===== config.mk =====
export PLATFORM = sky130hd
export DESIGN_NAME = uart_rx_fifo
export DESIGN_NICKNAME = d
export VERILOG_FILES = /design/src/rtl/uart_rx_fifo.sv
export SDC_FILE = /design/constraint.sdc
export NUM_CORES = 1
export LEC_CHECK = 0
export BUFFER_PORTS_ARGS = -buffer_cell sky130_fd_sc_hd__buf_4
export CAP_MARGIN = 10
export CORE_MARGIN = 2
export CORE_UTILIZATION = 40
export CTS_CLUSTER_SIZE = 30
export DETAILED_ROUTE_END_ITERATION = 10
export PLACE_DENSITY = 0.6
export SYNTH_ARGS = -nofsm -noshare
export SYNTH_HDL_FRONTEND = slang
export SYNTH_SLANG_ARGS = --single-unit

===== constraint.sdc =====
create_clock -name baud -period 4.2 [get_ports baud]
set_input_delay 0.42 -clock baud [delete_from_list [all_inputs] [get_ports baud]]
set_output_delay 0.42 -clock baud [all_outputs]
set_load 0.02 [all_outputs]

===== src/rtl/uart_rx_fifo.sv =====
// Oversampling UART receiver with per-word parity/framing flags and a valid/ready receive FIFO.
// Optional break detection is compiled in with `define UART_RX_BREAK_DETECT_EN.
module uart_rx_fifo #(
   parameter int DATA_BITS    = 8,
   parameter int OVERSAMPLING = 16,
   parameter int PARITY_MODE  = 1,
   parameter int STOP_BITS    = 1,
   parameter int FIFO_DEPTH   = 4
) (
   input  logic                          baud,
   input  logic                          rst_n,
   input  logic                          enable,
   input  logic                          rx,
   output logic [DATA_BITS-1:0]          m_data,
   output logic                          m_parity_err,
   output logic                          m_frame_err,
   output logic                          m_valid,
   input  logic                          m_ready,
   output logic [$clog2(FIFO_DEPTH):0]   fifo_count,
   output logic                          busy,
   output logic                          overrun,
   input  logic                          err_clr,
   output logic                          break_det
);
   localparam int OSW = $clog2(OVERSAMPLING);
   localparam int AW  = $clog2(FIFO_DEPTH);
   localparam int WW  = DATA_BITS + 2;

   typedef enum logic [2:0] {IDLE, START, DATA, PARITY, STOP, BRK} state_t;

   logic                 rx_meta_q, rx_s_q;
   state_t               state_q;
   logic [OSW-1:0]       os_q;
   logic [3:0]           bit_q;
   logic [DATA_BITS-1:0] shift_q;
   logic                 par_q, ferr_q;
   logic                 push_q;
   logic [WW-1:0]        word_q;

   logic os_half_w, os_full_w, last_stop_w, ferr_w, perr_w;

   always_ff @(posedge baud or negedge rst_n) begin
      if (!rst_n) begin
         rx_meta_q <= 1'b1;
         rx_s_q    <= 1'b1;
      end else begin
         rx_meta_q <= rx;
         rx_s_q    <= rx_meta_q;
      end
   end

   assign os_half_w   = (os_q == OSW'(OVERSAMPLING/2 - 1));
   assign os_full_w   = (os_q == OSW'(OVERSAMPLING - 1));
   assign last_stop_w = (bit_q == 4'(STOP_BITS - 1));
   assign ferr_w      = ferr_q | ~rx_s_q;

   always_comb begin
      perr_w = 1'b0;
      if (PARITY_MODE == 1)      perr_w = ^{shift_q, par_q};
      else if (PARITY_MODE == 2) perr_w = ~^{shift_q, par_q};
   end

`ifdef UART_RX_BREAK_DETECT_EN
   logic break_q, is_break_w;
   assign is_break_w = (shift_q == '0) && ((PARITY_MODE == 0) || !par_q) && ferr_w;
   assign break_det  = break_q;
`else
   assign break_det  = 1'b0;
`endif

   always_ff @(posedge baud or negedge rst_n) begin
      if (!rst_n) begin
         state_q <= IDLE;
         os_q    <= '0;
         bit_q   <= '0;
         shift_q <= '0;
         par_q   <= 1'b0;
         ferr_q  <= 1'b0;
         push_q  <= 1'b0;
         word_q  <= '0;
`ifdef UART_RX_BREAK_DETECT_EN
         break_q <= 1'b0;
`endif
      end else begin
         push_q <= 1'b0;
`ifdef UART_RX_BREAK_DETECT_EN
         break_q <= 1'b0;
`endif
         if (!enable) begin
            state_q <= IDLE;
            os_q    <= '0;
            bit_q   <= '0;
         end else begin
            case (state_q)
               IDLE: if (!rx_s_q) begin
                  state_q <= START;
                  os_q    <= '0;
               end
               START: if (os_half_w) begin
                  os_q   <= '0;
                  bit_q  <= '0;
                  ferr_q <= 1'b0;
                  state_q <= rx_s_q ? IDLE : DATA;
               end else os_q <= os_q + 1'b1;
               DATA: if (os_full_w) begin
                  os_q    <= '0;
                  shift_q <= {rx_s_q, shift_q[DATA_BITS-1:1]};
                  if (bit_q == 4'(DATA_BITS - 1)) begin
                     bit_q   <= '0;
                     state_q <= (PARITY_MODE == 0) ? STOP : PARITY;
                  end else bit_q <= bit_q + 1'b1;
               end else os_q <= os_q + 1'b1;
               PARITY: if (os_full_w) begin
                  os_q    <= '0;
                  par_q   <= rx_s_q;
                  state_q <= STOP;
               end else os_q <= os_q + 1'b1;
               STOP: if (os_full_w) begin
                  os_q <= '0;
                  if (last_stop_w) begin
                     bit_q   <= '0;
                     state_q <= IDLE;
`ifdef UART_RX_BREAK_DETECT_EN
                     if (is_break_w) begin
                        break_q <= 1'b1;
                        state_q <= BRK;
                     end else begin
                        push_q <= 1'b1;
                        word_q <= {perr_w, ferr_w, shift_q};
                     end
`else
                     push_q <= 1'b1;
                     word_q <= {perr_w, ferr_w, shift_q};
`endif
                  end else begin
                     bit_q  <= bit_q + 1'b1;
                     ferr_q <= ferr_w;
                  end
               end else os_q <= os_q + 1'b1;
               // A break holds the line low; wait for it to release so only one pulse fires.
               BRK: if (rx_s_q) state_q <= IDLE;
               default: state_q <= IDLE;
            endcase
         end
      end
   end

   assign busy = (state_q != IDLE);

   logic [WW-1:0] mem_q [FIFO_DEPTH];
   logic [AW-1:0] wr_ptr_q, rd_ptr_q;
   logic [AW:0]   count_q;
   logic          overrun_q;
   logic          pop_w, full_w, wr_en_w;

   assign pop_w   = (count_q != '0) && m_ready;
   assign full_w  = (count_q == (AW+1)'(FIFO_DEPTH));
   // A pop in the same cycle frees the slot the full FIFO would otherwise refuse.
   assign wr_en_w = push_q && (!full_w || pop_w);

   always_ff @(posedge baud or negedge rst_n) begin
      if (!rst_n) begin
         for (int i = 0; i < FIFO_DEPTH; i++) mem_q[i] <= '0;
         wr_ptr_q  <= '0;
         rd_ptr_q  <= '0;
         count_q   <= '0;
         overrun_q <= 1'b0;
      end else begin
         if (wr_en_w) begin
            mem_q[wr_ptr_q] <= word_q;
            wr_ptr_q        <= wr_ptr_q + 1'b1;
         end
         if (pop_w) rd_ptr_q <= rd_ptr_q + 1'b1;
         case ({wr_en_w, pop_w})
            2'b10:   count_q <= count_q + 1'b1;
            2'b01:   count_q <= count_q - 1'b1;
            default: count_q <= count_q;
         endcase
         if (err_clr)                 overrun_q <= 1'b0;
         else if (push_q && !wr_en_w) overrun_q <= 1'b1;
      end
   end

   assign m_data       = mem_q[rd_ptr_q][DATA_BITS-1:0];
   assign m_frame_err  = mem_q[rd_ptr_q][WW-2];
   assign m_parity_err = mem_q[rd_ptr_q][WW-1];
   assign m_valid      = (count_q != '0);
   assign fifo_count   = count_q;
   assign overrun      = overrun_q;
endmodule


# After elaboration in Yosys (flattened, before gate mapping)
# Index checks and enable logic that the tools add are counted.
dict set report classes {
  addsub 6
  magnitude_cmp 3
  eq_ne 24
  mux 40
  n_bitwise 4
  reduce_logical 23
}
# cell count
set ops {}
lappend ops {{bitwise mux 40 bit} 1}
lappend ops {{2-to-1 mux 4 bit} 10}
lappend ops {{2-to-1 mux 10 bit} 3}
lappend ops {{2-to-1 mux 3 bit} 9}
lappend ops {{!= test 3 bit (second input constant)} 8}
lappend ops {{one-hot mux 4 bit (3 select lines)} 2}
lappend ops {{binary-select mux 10 bit (select 2 bit)} 1}
lappend ops {{demux 10 bit (select 2 bit)} 1}
lappend ops {{one-hot mux 3 bit (6 select lines)} 1}
lappend ops {{== test 3 bit (second input constant)} 3}
lappend ops {{2-to-1 mux 1 bit} 9}
lappend ops {{XOR reduction 9 bit} 1}
lappend ops {{adder 4 x 1 -> 4 bit (second input constant)} 2}
lappend ops {{== test 4 x 3 -> 1 bit (second input constant)} 2}
lappend ops {{AND reduction 4 bit} 2}
lappend ops {{AND reduction 8 bit} 1}
lappend ops {{== test 3 x 2 -> 1 bit (second input constant)} 2}
lappend ops {{>= comparator 3 bit (second input constant)} 2}
lappend ops {{!= test 2 bit (second input constant)} 3}
lappend ops {{NOT 2 -> 3 bit} 2}
lappend ops {{one-hot mux 3 bit (2 select lines)} 1}
lappend ops {{AND reduction 3 bit} 2}
lappend ops {{nonzero test 2 bit} 3}
lappend ops {{nonzero test 3 bit} 2}
lappend ops {{other kinds (22)} 27}
dict set report word_totals {
  regBits 82
  inputBits 6
  out_inout_bits 17
}

# Longest topological paths before layout
dict set report logic_depth {
  ltp_word 8
  mapped_depth 10
  mapped_depth_nobuf 9
}

# Worst setup path after synthesis
# Ideal clock, no wire load.
dict set report synth_path {
  path_kind {flip-flop to flip-flop}
  from {register count_q[1], in the netlist fifo_count[1]}
  to {register count_q[2], in the netlist fifo_count[2]}
  setup_ps 80
  arrival_ps 2113
  required_ps 4120
  setup_slack_ps 2007
  path_stages_with_launch 11
  path_buffers 1
  period_less_slack_ps 2193
  cell_sequence {dfrtp_1 > nor4b_1 > nor2b_1 > clkbuf_1 > inv_1 > ha_1 > inv_1 > fa_1 > xor2_1 > nor2_1 > xor2_1}
}
dict set report synth_between {
  elab_chain_len 6
  word_cells_on_any_way 12
  cone_classes {2 x add/sub; 3 x eq/ne; 1 x mux; 6 x reduce/logical}
}
# item line
set synth_lines {}
lappend synth_lines {{start: declaration} 152} ;# logic [AW:0] count_q;
lappend synth_lines {{start signal: assignment} 175} ;# 2'b10: count_q <= count_q + 1'b1;
lappend synth_lines {{start signal: assignment} 176} ;# 2'b01: count_q <= count_q - 1'b1;
lappend synth_lines {{start signal: assignment} 177} ;# default: count_q <= count_q;
lappend synth_lines {{== test 3 bit / nonzero test 3 bit (equally long branches)} {157, 156}}
lappend synth_lines {{logical NOT 1 bit / logical AND 1 bit (equally long branches)} {159, 156}}
lappend synth_lines {{logical OR 1 bit} 159} ;# assign wr_en_w = push_q && (!full_w || pop_w);
lappend synth_lines {{logical AND 1 bit} 159}
lappend synth_lines {{== test 2 x 1 -> 1 bit / == test 2 bit (equally long branches)} 174} ;# case ({wr_en_w, pop_w})
lappend synth_lines {{one-hot mux 3 bit (2 select lines) / nonzero test 2 bit (equally long branches)} n/a}
# Several ways; a longest one is shown, not always the timed one.
# A chain may end at the register's enable or synchronous reset.

# Worst setup path after layout
dict set report layout_path {
  from {register rd_ptr_q[0]}
  to {output port m_data[2]}
}
dict set report layout_between {
  elab_chain_len 4
}
# item line
set layout_lines {}
lappend layout_lines {{start: declaration} 151} ;# logic [AW-1:0] wr_ptr_q, rd_ptr_q;
lappend layout_lines {{start signal: assignment} 173} ;# if (pop_w) rd_ptr_q <= rd_ptr_q + 1'b1;
lappend layout_lines {{NOT 2 -> 3 bit (implied by the code)} 184} ;# assign m_data = mem_q[rd_ptr_q][DATA_BITS-1:0];
lappend layout_lines {{binary-select mux 10 bit (select 2 bit)} 184}
lappend layout_lines {{2-to-1 mux 10 bit (2 in a row)} n/a}
lappend layout_lines {{end: declaration} 14} ;# output logic [DATA_BITS-1:0] m_data,
# Every way passes these cells. The select of a mux whose other input is x is not followed.

==> flow_summary_export.csv <==
group,metric,value,unit
run_status,status,"finished clean",
global_route,track_usage,14.2,%
floorplan,initial_core_util,40.6,%
critical_path,path_class,"flip-flop to primary output",
floorplan,core_area,0.00959,mm2
place,port_buffers,21,
clock_tree,cts_buffer_depth,2,
route,wl_per_cell,14.8,um
floorplan,dieArea,0.0105,mm2
route,wl,6700,um
clock_tree,cts_htree_levels,3,
finish,stdcell_count,452,
route,vias,2241,
pwr,p_leak,2.08,nW
synth,synthXorXnorAreaFrac,3.37,%
finish,fillerInstances,874,
timing,drv_slew,0,
timing,totalNegativeSetupSlack,0,ns
critical_path,rr_startpoint,"bit_q[0]",
synth,ys_warn_count,0,
timing,rsz0062_at_grt,"no",
place,postPlaceCellArea,0.00414,mm2
critical_path,crit_fanout,12,
place,gp_congestion,0.765,
place,dp_slack,1.94,ns
route,routed_via_density,4.96,
synth,synth_nets,310,
clock_tree,cts.sinks,82,
critical_path,required,3.78,ns
hold_path,min_path_type,"input port to flip-flop",
synth,synthSimpleGateAreaFrac,8.41,%
synth,synth_compound_area_share,5.04,%
place,dp.cells,436,
finish,finalInstanceArea,0.00434,mm2
clock_tree,clk_pin_slew,0.08,ns
pwr,power_density,360,mW/mm2
clock_tree,cts_tree,"done",
global_route,grt.overflow.total,0,
global_route,grt_start_max_net_pins,83,
floorplan,die_w,103,um
global_route,antenna_found_initial,0,
floorplan,row_count,36,
timing,final.setup.worst_slack,1.79,ns
critical_path,end_kind,"primary output",
clock_tree,cts_setup_buffers,0,
finish,antenna_cells,0,
synth,ys_ff_latch,82,
hold_path,min-delay-start,"rx",
synth,ys_async_sr_fraction,100,%
clock_tree,numCtsBuffers,9,
timing,post-route-period-util,57.3,%
timing,setup_viol,0,
critical_path,cp_data_arrival_time,1.99,ns
synth,synthAdderAreaFrac,3.08,%
pwr,total_power,1.56,mW
route,dr.first_iter.drc_count,60,
synth,muxShareOfSynthArea,24.0,%
finish,nets,329,
floorplan,ioPinCount,23,
clock_tree,ctsRootBufferMaster,"clkbuf_8",
global_route,grt_pass1_vias,2282,
timing,maxSlewHeadroom,31.7,%
synth,netlist_area,0.00390,mm2
synth,synth_edf_count,0,
timing,tightest_slew,1.02,ns
critical_path,setup.worst_path.start,"rd_ptr_q[0]",
clock_tree,cts-resized-gates,0,
place,dp_hpwl,4410,um
synth,synth_seq_area_share,52.7,%
route,first_pass_iters,4,
timing,finalHoldViolCount,0,
critical_path,start_kind,"flip-flop",
timing,whs,0.177,ns
synth,syn_area_per_cell,13.2,um2
synth,postSynthCellCount,295,
pwr,max-vdd-ir-drop,0.263,mV
synth,ys_types,45,
clock_tree,clock_latency,0.34,ns
clock_tree,hold_buffers,0,
floorplan,dieHeight,103,um
timing,finalCriticalPeriod,2.41,ns
flow_run,maxCapViolCount,0,
route,postRouteAntennaNets,0,
synth,synth_ff_type,"dfrtp_1",
route,drc,0,
finish,syn_to_final_growth,11.5,%
timing,max_freq,415,MHz
global_route,grt_pass1_wl,11500,um
timing,fin_skew,0.0117,ns
synth,synth_top_family_by_area,"multiplexers",
finish,final_util,45.3,%
finish,drive_above_1_share,34.2,%
[layer usage]
metal | vias to the layer above | track usage, % | wire, um
li1 | 1089 | - | -
met1 | 1115 | 19.1 | 3220
met2 | 29 | 22.3 | 3180
met3 | 8 | 3.59 | 220
met4 | 0 | 5.13 | 70
met5 | - | 0 | 0
[final cells by class]
type	instances	area, um2	share of cell area, %
clock buffer	11	141	3.25
clock inverter	5	63.8	1.47
inverter	12	45.0	1.04
multi-input combinational	188	1720	39.5
sequential	82	2050	47.3
tap	133	166	3.83
timing repair buffer	21	158	3.63
[Yosys cell counts (3+ instances only)]
library cell  number  share of area (%)
xor2_1             5                1.1
mux2_4             5                1.9
o31ai_1            4               0.77
o21ai_0           10                1.3
nand3b_1           3               0.58
mux4_2            10                5.8
xnor2_1           10                2.2
ha_1               8                2.6
nand2_1           23                2.2
inv_1             12                1.2
clkbuf_1           7               0.67
mux2i_1            5                1.3
dfrtp_1           80                 51
mux2_2            52                 15
or3_1              6               0.96
nor2_1             6               0.58
a21oi_1            6               0.77
nand3_1            6               0.77
[cells in the final DEF, fill, tap and decap left out, types with 2 or more instances in the layout]
cell type,Yosys,routed
dfrtp_1,80,80
mux2_2,52,52
nand2_1,23,23
buf_4,1,21
inv_1,12,12
mux4_2,10,10
o21ai_0,10,10
xnor2_1,10,10
clkbuf_8,0,10
ha_1,8,8
or3_1,6,6
nor2_1,6,6
nand3_1,6,6
a21oi_1,6,6
mux2i_1,5,5
xor2_1,5,5
mux2_4,5,5
o31ai_1,4,4
nand3b_1,3,3
clkinv_4,0,3
and2_1,2,2
nor4b_1,2,2
or3b_1,2,2
a31oi_1,2,2
nor3_1,2,2
nand4b_1,2,2
o211ai_1,2,2
dfstp_2,2,2
[worst max-delay path: stages (launching register included)]
cell and delay (ns):
dfrtp_1 0.84, mux4_2 0.62, buf_4 0.18
[sequential cells by signal, indices dropped and copies added, names as in the netlist, 2 cells and up]
| register | count |
|---|---|
| bit_q | 4 |
| fifo_count | 3 |
| mem_q | 40 |
| os_q | 4 |
| rd_ptr_q | 2 |
| shift_q | 8 |
| state_q | 3 |
| word_q | 10 |
| wr_ptr_q | 2 |
[cells by family after synthesis]
kind of cell	after synthesis
AOI/OAI and AO/OA	31
DFF	82
adders and majority gates	9
buffers and inverters	25
and+or+nand+nor	60
muxes	72
other	1
xor gates and xnor gates	15
[where the power goes]
part | leakage (nW) | internal (mW) | switching (mW)
combinational | 0.858 | 0.0583 | 0.0973
sequential | 1.13 | 0.802 | 0.0281
clock | 0.0997 | 0.294 | 0.283
total | 2.08 | 1.15 | 0.409
[path summary, 6_finish.rpt]
kind | to | slack (ns) | cells past startpoint
worst max-delay path | m_data[2] | 1.79 | 2
worst min-delay path | rx_meta_q | 0.18 | 1
max in group asynchronous | mem_q[6] | 3.30 | 1
min in group asynchronous | fifo_count[0] | 0.24 | 1
worst min register to register | rx_s_q | 0.36 | 0
worst max register to register | word_q[6] | 2.01 | 5
No activity file was read; power rests on OpenSTA's default activity.
